**src/rtl/gpo_shift_out.sv**
```systemverilog
// gpo_shift_out
// Serializes the parallel GPO value into an external 74HC595-style shift/latch
// register over three pins (sr_ser, sr_clk, sr_latch). A transfer starts once
// after every reset, whenever gpo_in differs from the last shipped value, and
// on an explicit force_req pulse.
//
// Build option: define GPO_SR_OE_EN to add sr_oe_n, the active-low output
// enable of the external part. It stays high from reset until the first
// completed transfer.
//
// state    | meaning
// ---------+-----------------------------------------------------------
// IDLE     | waiting for a transfer request, busy=0
// LOAD     | value captured, first bit presented on sr_ser
// SHIFT_LO | sr_clk low for CLK_DIV cycles
// SHIFT_HI | sr_clk high for CLK_DIV cycles, external part sampled
// LATCH    | sr_latch high for CLK_DIV cycles
// DONE     | one-cycle done pulse, then back to IDLE
module gpo_shift_out #(
  parameter int WIDTH     = 8,
  parameter int CLK_DIV   = 4,
  parameter int MSB_FIRST = 1
) (
  input  logic             clk,
  input  logic             rst,
  input  logic [WIDTH-1:0] gpo_in,
  input  logic             force_req,
  output logic             sr_ser,
  output logic             sr_clk,
  output logic             sr_latch,
  output logic             busy,
  output logic             done
`ifdef GPO_SR_OE_EN
  ,
  output logic             sr_oe_n
`endif
);

  localparam int DIV_W = $clog2(CLK_DIV + 1);
  localparam int BIT_W = $clog2(WIDTH + 1);

  localparam logic [DIV_W-1:0] DIV_LAST = DIV_W'(CLK_DIV - 1);
  localparam logic [BIT_W-1:0] BIT_LAST = BIT_W'(WIDTH - 1);

  localparam logic [2:0] S_IDLE     = 3'd0;
  localparam logic [2:0] S_LOAD     = 3'd1;
  localparam logic [2:0] S_SHIFT_LO = 3'd2;
  localparam logic [2:0] S_SHIFT_HI = 3'd3;
  localparam logic [2:0] S_LATCH    = 3'd4;
  localparam logic [2:0] S_DONE     = 3'd5;

  logic [2:0]       state_q, state_d;
  logic [DIV_W-1:0] div_q, div_d;
  logic [BIT_W-1:0] bit_q, bit_d;
  logic [WIDTH-1:0] shreg_q;
  logic [WIDTH-1:0] shadow_q;
  logic             init_pend_q;
  logic             force_pend_q;
  logic             req;
  logic             capture;
  logic             shift_en;
  logic             div_last;
  logic             out_bit;

  assign req      = init_pend_q | force_pend_q | force_req | (gpo_in != shadow_q);
  assign div_last = (div_q == DIV_LAST);
  assign out_bit  = (MSB_FIRST != 0) ? shreg_q[WIDTH-1] : shreg_q[0];

  // Next-state, counter reload and shift/capture strobes.
  always_comb begin
    state_d  = state_q;
    div_d    = div_q;
    bit_d    = bit_q;
    capture  = 1'b0;
    shift_en = 1'b0;
    case (state_q)
      S_IDLE: begin
        if (req) begin
          state_d = S_LOAD;
          div_d   = '0;
          bit_d   = '0;
          capture = 1'b1;
        end
      end
      S_LOAD: begin
        state_d = S_SHIFT_LO;
        div_d   = '0;
        bit_d   = '0;
      end
      S_SHIFT_LO: begin
        if (div_last) begin
          state_d = S_SHIFT_HI;
          div_d   = '0;
        end else begin
          div_d = div_q + 1'b1;
        end
      end
      S_SHIFT_HI: begin
        if (div_last) begin
          div_d = '0;
          if (bit_q == BIT_LAST) begin
            state_d = S_LATCH;
            bit_d   = '0;
          end else begin
            state_d  = S_SHIFT_LO;
            bit_d    = bit_q + 1'b1;
            shift_en = 1'b1;
          end
        end else begin
          div_d = div_q + 1'b1;
        end
      end
      S_LATCH: begin
        if (div_last) begin
          state_d = S_DONE;
          div_d   = '0;
        end else begin
          div_d = div_q + 1'b1;
        end
      end
      S_DONE: begin
        state_d = S_IDLE;
        div_d   = '0;
        bit_d   = '0;
      end
      default: begin
        state_d = S_IDLE;
        div_d   = '0;
        bit_d   = '0;
      end
    endcase
  end

  // State and timing counters.
  always_ff @(posedge clk or negedge rst) begin
    if (!rst) begin
      state_q <= S_IDLE;
      div_q   <= '0;
      bit_q   <= '0;
    end else begin
      state_q <= state_d;
      div_q   <= div_d;
      bit_q   <= bit_d;
    end
  end

  // Shift register and shadow copy of the value being shipped. The shift
  // happens on the SHIFT_HI->SHIFT_LO edge so sr_ser moves while sr_clk falls.
  always_ff @(posedge clk or negedge rst) begin
    if (!rst) begin
      shreg_q  <= '0;
      shadow_q <= '0;
    end else if (capture) begin
      shreg_q  <= gpo_in;
      shadow_q <= gpo_in;
    end else if (shift_en) begin
      if (MSB_FIRST != 0) shreg_q <= shreg_q << 1;
      else                shreg_q <= shreg_q >> 1;
    end
  end

  // Pending requests: one init transfer after reset, and forces that arrive
  // while busy collapse into a single resend.
  always_ff @(posedge clk or negedge rst) begin
    if (!rst) begin
      init_pend_q  <= 1'b1;
      force_pend_q <= 1'b0;
    end else if (capture) begin
      init_pend_q  <= 1'b0;
      force_pend_q <= 1'b0;
    end else if (force_req && (state_q != S_IDLE)) begin
      force_pend_q <= 1'b1;
    end
  end

  // Pin outputs decode straight from state so reset drops them immediately.
  always_comb begin
    sr_ser   = 1'b0;
    sr_clk   = 1'b0;
    sr_latch = 1'b0;
    busy     = (state_q != S_IDLE);
    done     = (state_q == S_DONE);
    case (state_q)
      S_LOAD, S_SHIFT_LO: sr_ser = out_bit;
      S_SHIFT_HI: begin
        sr_ser = out_bit;
        sr_clk = 1'b1;
      end
      S_LATCH: sr_latch = 1'b1;
      default: ;
    endcase
  end

`ifdef GPO_SR_OE_EN
  // Keep the external outputs disabled until the first value is latched.
  always_ff @(posedge clk or negedge rst) begin
    if (!rst)                  sr_oe_n <= 1'b1;
    else if (state_q == S_DONE) sr_oe_n <= 1'b0;
  end
`endif

endmodule

```
**config.mk**
```make
export PLATFORM = sky130hd
export DESIGN_NAME = gpo_shift_out
export DESIGN_NICKNAME = d
export VERILOG_FILES = /design/src/rtl/gpo_shift_out.sv
export SDC_FILE = /design/constraint.sdc
export NUM_CORES = 1
export LEC_CHECK = 0
export BUFFER_PORTS_ARGS = -buffer_cell sky130_fd_sc_hd__buf_2
export CAP_MARGIN = 15
export CORE_MARGIN = 2
export CORE_UTILIZATION = 60
export DETAILED_ROUTE_END_ITERATION = 8
export GPL_ROUTABILITY_DRIVEN = 0
export GPL_TIMING_DRIVEN = 0
export HOLD_SLACK_MARGIN = 0.15
export PLACE_DENSITY = 0.86
export SYNTH_ARGS = -nofsm -noshare
export SYNTH_HDL_FRONTEND = slang
export SYNTH_SLANG_ARGS = --single-unit
```
**constraint.sdc**
```tcl
create_clock -name clk -period 3 [get_ports clk]
set_input_delay 0 -clock clk [delete_from_list [all_inputs] [get_ports clk]]
set_output_delay 0 -clock clk [all_outputs]
set_load 0.02 [all_outputs]
```
# Word level (Yosys, flattened, before mapping)
# Index checks and enable logic that the tools add are counted.
[classes] addsub=2 n_eq_ne=12 mux=25 bitwise=4 n_reduce_logical=10
[op_table] op="3-bit 2-to-1 mux" n=7
[op_table] op="8-bit 2-to-1 mux" n=2
[op_table] op="3-bit case mux with 5 select lines" n=1
[op_table] op="4-bit 2-to-1 mux" n=3
[op_table] op="4-bit case mux with 3 select lines" n=1
[op_table] op="1-bit 2-to-1 mux" n=10
[op_table] op="3-bit by 2-bit == test with 1-bit output (second input constant)" n=3
[op_table] op="2-bit != test (second input constant)" n=4
[op_table] op="8-bit != test" n=1
[op_table] op="3-bit == test (second input constant)" n=2
[op_table] op="3-bit case mux with 2 select lines" n=1
[op_table] op="3-bit OR reduction" n=2
[op_table] op="4-bit by 1-bit adder with 4-bit output (second input constant)" n=1
[op_table] op="4-bit by 3-bit == test with 1-bit output (second input constant)" n=1
[op_table] op="4-bit AND reduction" n=1
[op_table] op="2-bit nonzero test" n=2
[op_table] op="3-bit by 1-bit adder with 3-bit output (second input constant)" n=1
[op_table] op="3-bit by 1-bit == test with 1-bit output (second input constant)" n=1
[op_table] op="3-bit zero test" n=1
[op_table] op="1-bit OR" n=3
[op_table] op="3-bit AND reduction" n=1
[op_table] op="3-bit nonzero test" n=1
[op_table] op="2-bit OR reduction" n=1
[op_table] op="1-bit logical AND" n=1
[op_table] op="1-bit inverter" n=1
[totals] register_bits=28 out_inout_bits=5 elab_cells=60

# Depth between registers and ports, before layout
[logic_depth] ltp_word=6 depth_mapped=6 ltp_nobuf=6

# Worst setup path after synthesis
# OpenSTA, ideal clock, no wires.
[synth_timing] path_type="flip-flop to flip-flop" start="register state_q[2]" end="register shreg_q[3]" setup_ps=125 t_arrival_ps=1707 t_required_ps=2875 setup_slack_ps=1168 stages_incl_launch_ff=7 path_buffers=2 period_less_slack_ps=1832 path_cell_list="dfrtp_1 > buf_4 > nor3_4 > inv_1 > nor2_4 > buf_6 > mux2_4"
[synth_via] elab_chain_cells=3 word_cells_on_any_way=6
[synth_lines] element="start: declaration" line_no="52" text="logic [2:0] state_q, state_d;"
[synth_lines] element="start signal: assignment" line_no="141" text="state_q <= state_d;"
[synth_lines] element="3-bit by 2-bit == test with 1-bit output or 3-bit zero test (tied branches)" line_no="76" text="case (state_q)"
[synth_lines] element="1-bit 2-to-1 mux" line_no="76"
[synth_lines] element="2-bit nonzero test (no line) or 8-bit 2-to-1 mux (tied branches)"
[synth_lines] element="end signal: assignment" line_no="154" text="shreg_q <= gpo_in;"
[synth_lines] element="end signal: assignment" line_no="157" text="if (MSB_FIRST != 0) shreg_q <= shreg_q << 1;"
[synth_lines] element="end signal: assignment" line_no="158" text="else shreg_q <= shreg_q >> 1;"
[synth_lines] element="end: declaration" line_no="55" text="logic [WIDTH-1:0] shreg_q;"
# Several ways; a longest one is shown, not always the timed one.
# A chain may end at the register's enable or synchronous reset.

# Final worst setup path
[layout_timing] start="register state_q[2]" end="register shreg_q[6]"
# The elaborated chain is that of the path after synthesis.

==> results.yml <==
global_route:
  gr-usage-all-layers_pct: 23.2
  grt_overflow: 0
  grt_pass1_wl_um: 4790
  antenna_found_initial: 0
  grt_max_degree: 29
  grt_pass1_vias: 1059
cts:
  clock_path_buffers: 2
  clock-sinks: 28
  htreeDepth: 1
  clk_pin_slew_ps: 160
  cts_setup_buffers: 0
  numCtsBuffers: 3
  cts_tree: "done"
  cts-resized-gates: 0
  clk-insertion-delay-late_ps: 330
  hold_buffers: 10
  clock-root-buffer: "clkbuf_4"
sta:
  setup_violations: 0
  fin_ws_ps: 1030
  max_freq_ghz: 0.507
  tns_ps: 0
  period_needed_ps: 1970
  worstMarginPinSlew_ps: 610
  rsz0062_at_grt: "no"
  skew_ps: 8.81
  finalHoldViolations: 0
  period_share_pct: 65.8
  slew_violations: 0
  max-slew-margin-rel_pct: 59.3
logic_synthesis:
  synth_top_flop_cell: "dfrtp_1"
  synthCells: 130
  ys_warn_count: 0
  ys_ff_latch: 28
  netlist_area_um2: 1470
  synth.avg_cell_area_um2: 11.3
  synth_area_leader_cell: "dfrtp_1"
  async_flop_share_pct: 100
  ys_types: 37
  synth.top_cell.area_share_pct: 46.1
  synth_area_leaders: "dfrtp_1 46%, mux2_2 6.9%, mux2i_1 6.1%, nand2_1 5.4%, xnor2_1 4.2%"
  synth_nets: 143
  synth_edf_count: 0
  seq_area_frac_synth_pct: 47.9
hold_path:
  hp-class: "in -> async"
finish:
  layout.cells.non_filler: 187
  final.fill_count: 152
  syn_to_final_growth_pct: 17.9
  multi_input_area_um2: 708
  diodes: 0
  nNetsFinal: 173
  layout-drive-gt1-share_pct: 27.7
  register_area_um2: 702
drt:
  drc: 0
  wl_per_cell_um: 15.1
  drt-total-wl_um: 2830
  final_antenna_net_count: 0
  drt_iter0_drc: 30
  vias_per_cell: 5.58
  drt_first_pass_iters: 4
  vias: 1043
floorplan:
  io_pins: 16
  die_y_um: 53.4
  die-area_um2: 2860
  rows: 17
  die_w_um: 53.4
  core_area_um2: 2250
  start_util_pct: 65.0
setup_path:
  cp_top_family: "buffers and inverters"
  path_cells: "buf_4, nor3_4, inv_1, nor2_4, buf_6, mux2_4"
  worstPathRequired_ps: 3240
  crit_type: "reg -> reg"
  cp_max_fo: 10
  critPathSlowestCell: "dfrtp_1"
  cp-end-kind: "register"
  critPathMaxStageDelay_ps: 390
  cp-start-kind: "register"
  arrival_ps: 2210
  cp.buffers_inverters: 3
power:
  power_leakage_nw: 0.796
  vdd.ir_drop.worst_v: 0.000303
  powerDensity_nw_per_um2: 395
placed_design:
  io_buffers: 15
  dpl.hpwl_um: 2010
  dp_slack_ps: 1050
  place_inst: 173
run_status:
  status: "completed"
job:
  drv_cap: 0
kinds of logic (layout without fill, tap and decap cells):
group	after synthesis	after routing	synth area share (%)
DFF	28	28	47.9
xor gates and xnor gates	7	7	4.18
muxes	21	21	16.1
AOI/OAI and AO/OA	16	16	8.19
adders and majority gates	3	3	2.39
and+or+nand+nor	43	43	17.4
buffers and inverters	12	41	3.84
cells in the final DEF (no fill, tap or decap), types with 2 or more instances in the layout:
| master | netlist | layout |
|---|---|---|
| xnor2_1 | 7 | 7 |
| clkbuf_4 | 0 | 3 |
| a22o_1 | 2 | 2 |
| mux2_4 | 3 | 3 |
| nand3_1 | 4 | 4 |
| mux2_2 | 9 | 9 |
| a21oi_1 | 3 | 3 |
| o22ai_1 | 2 | 2 |
| nor2_1 | 4 | 4 |
| nand2_1 | 21 | 21 |
| buf_2 | 0 | 15 |
| mux2i_1 | 9 | 9 |
| dlygate4sd3_1 | 0 | 10 |
| inv_1 | 10 | 10 |
| dfrtp_1 | 27 | 27 |
| ha_1 | 2 | 2 |
| nor2_4 | 2 | 2 |
| a211oi_1 | 2 | 2 |
| nand2b_1 | 2 | 2 |
report_power, final:
group	internal [W]	total, W	switching (W)
clock network	0.000135	0.000252	0.000117
logic	0.0000231	0.0000465	0.0000235
registers	0.000382	0.000385	0.00000292
total	0.000540	0.000684	0.000144
layout make-up:
type,instances,share of cell area [%]
clock inverter,1,1.74
tap,28,2.03
buffer,2,1.09
timing repair buffer,25,10.1
multi-input combinational,90,41.0
clock buffer,3,1.30
sequential,28,40.6
inverter,10,2.17
metrics by stage:
stage / cell area [um^2] / util, % / total power, W / hold WS (ps)
6_report: 1730 / 76.7 / 0.000684 / 186
5_1_grt: 1730 / 76.7 / 0.000707 / 250
4_1_cts: 1730 / 76.7 / 0.000680 / 210
3_5_place_dp: 1580 / 69.9 / 0.000429 / 43.7
3_3_place_gp: 1580 / 69.9 / 0.000426 / 37.9
2_1_floorplan: 1470 / - / 0.000407 / -296
sequential cells by signal, summed over array words and instances, names as in the netlist:
register / cells
div_q: 3
shreg_q: 8
force_pend_q: 1
init_pend_q: 1
shadow_q: 8
state_q: 3
bit_q: 4
metal layers:
metal | part of all wire, % | vias to the layer above | global-route usage, %
li1 | - | 503 | -
met1 | 44 | 507 | 29.9
met2 | 50 | 27 | 39.7
met3 | 3.8 | 6 | 4.24
met4 | 1.3 | 0 | 6.41
met5 | 0 | - | 0
synthesized netlist by cell type, types with 2 or more instances:
cell type,count
a22o_1,2
ha_1,2
nand2_1,21
nor2_1,4
mux2i_1,9
o22ai_1,2
nor2_4,2
inv_1,10
xnor2_1,7
nand2b_1,2
a211oi_1,2
dfrtp_1,27
mux2_4,3
nand3_1,4
a21oi_1,3
mux2_2,9
worst paths after layout:
check,startpoint,cells after the start,endpoint,slack [ps]
setup / recovery,state_q[2],6,shreg_q[6],1030
hold / removal,rst,2,shadow_q[7],190
max in group asynchronous,rst,2,state_q[1],2420
setup reg to reg,state_q[2],6,shreg_q[6],1030
hold reg to reg,div_q[2],1,div_q[2],520
min in group clk,gpo_in[7],4,shadow_q[7],440
No activity file was read; power rests on OpenSTA's default activity.
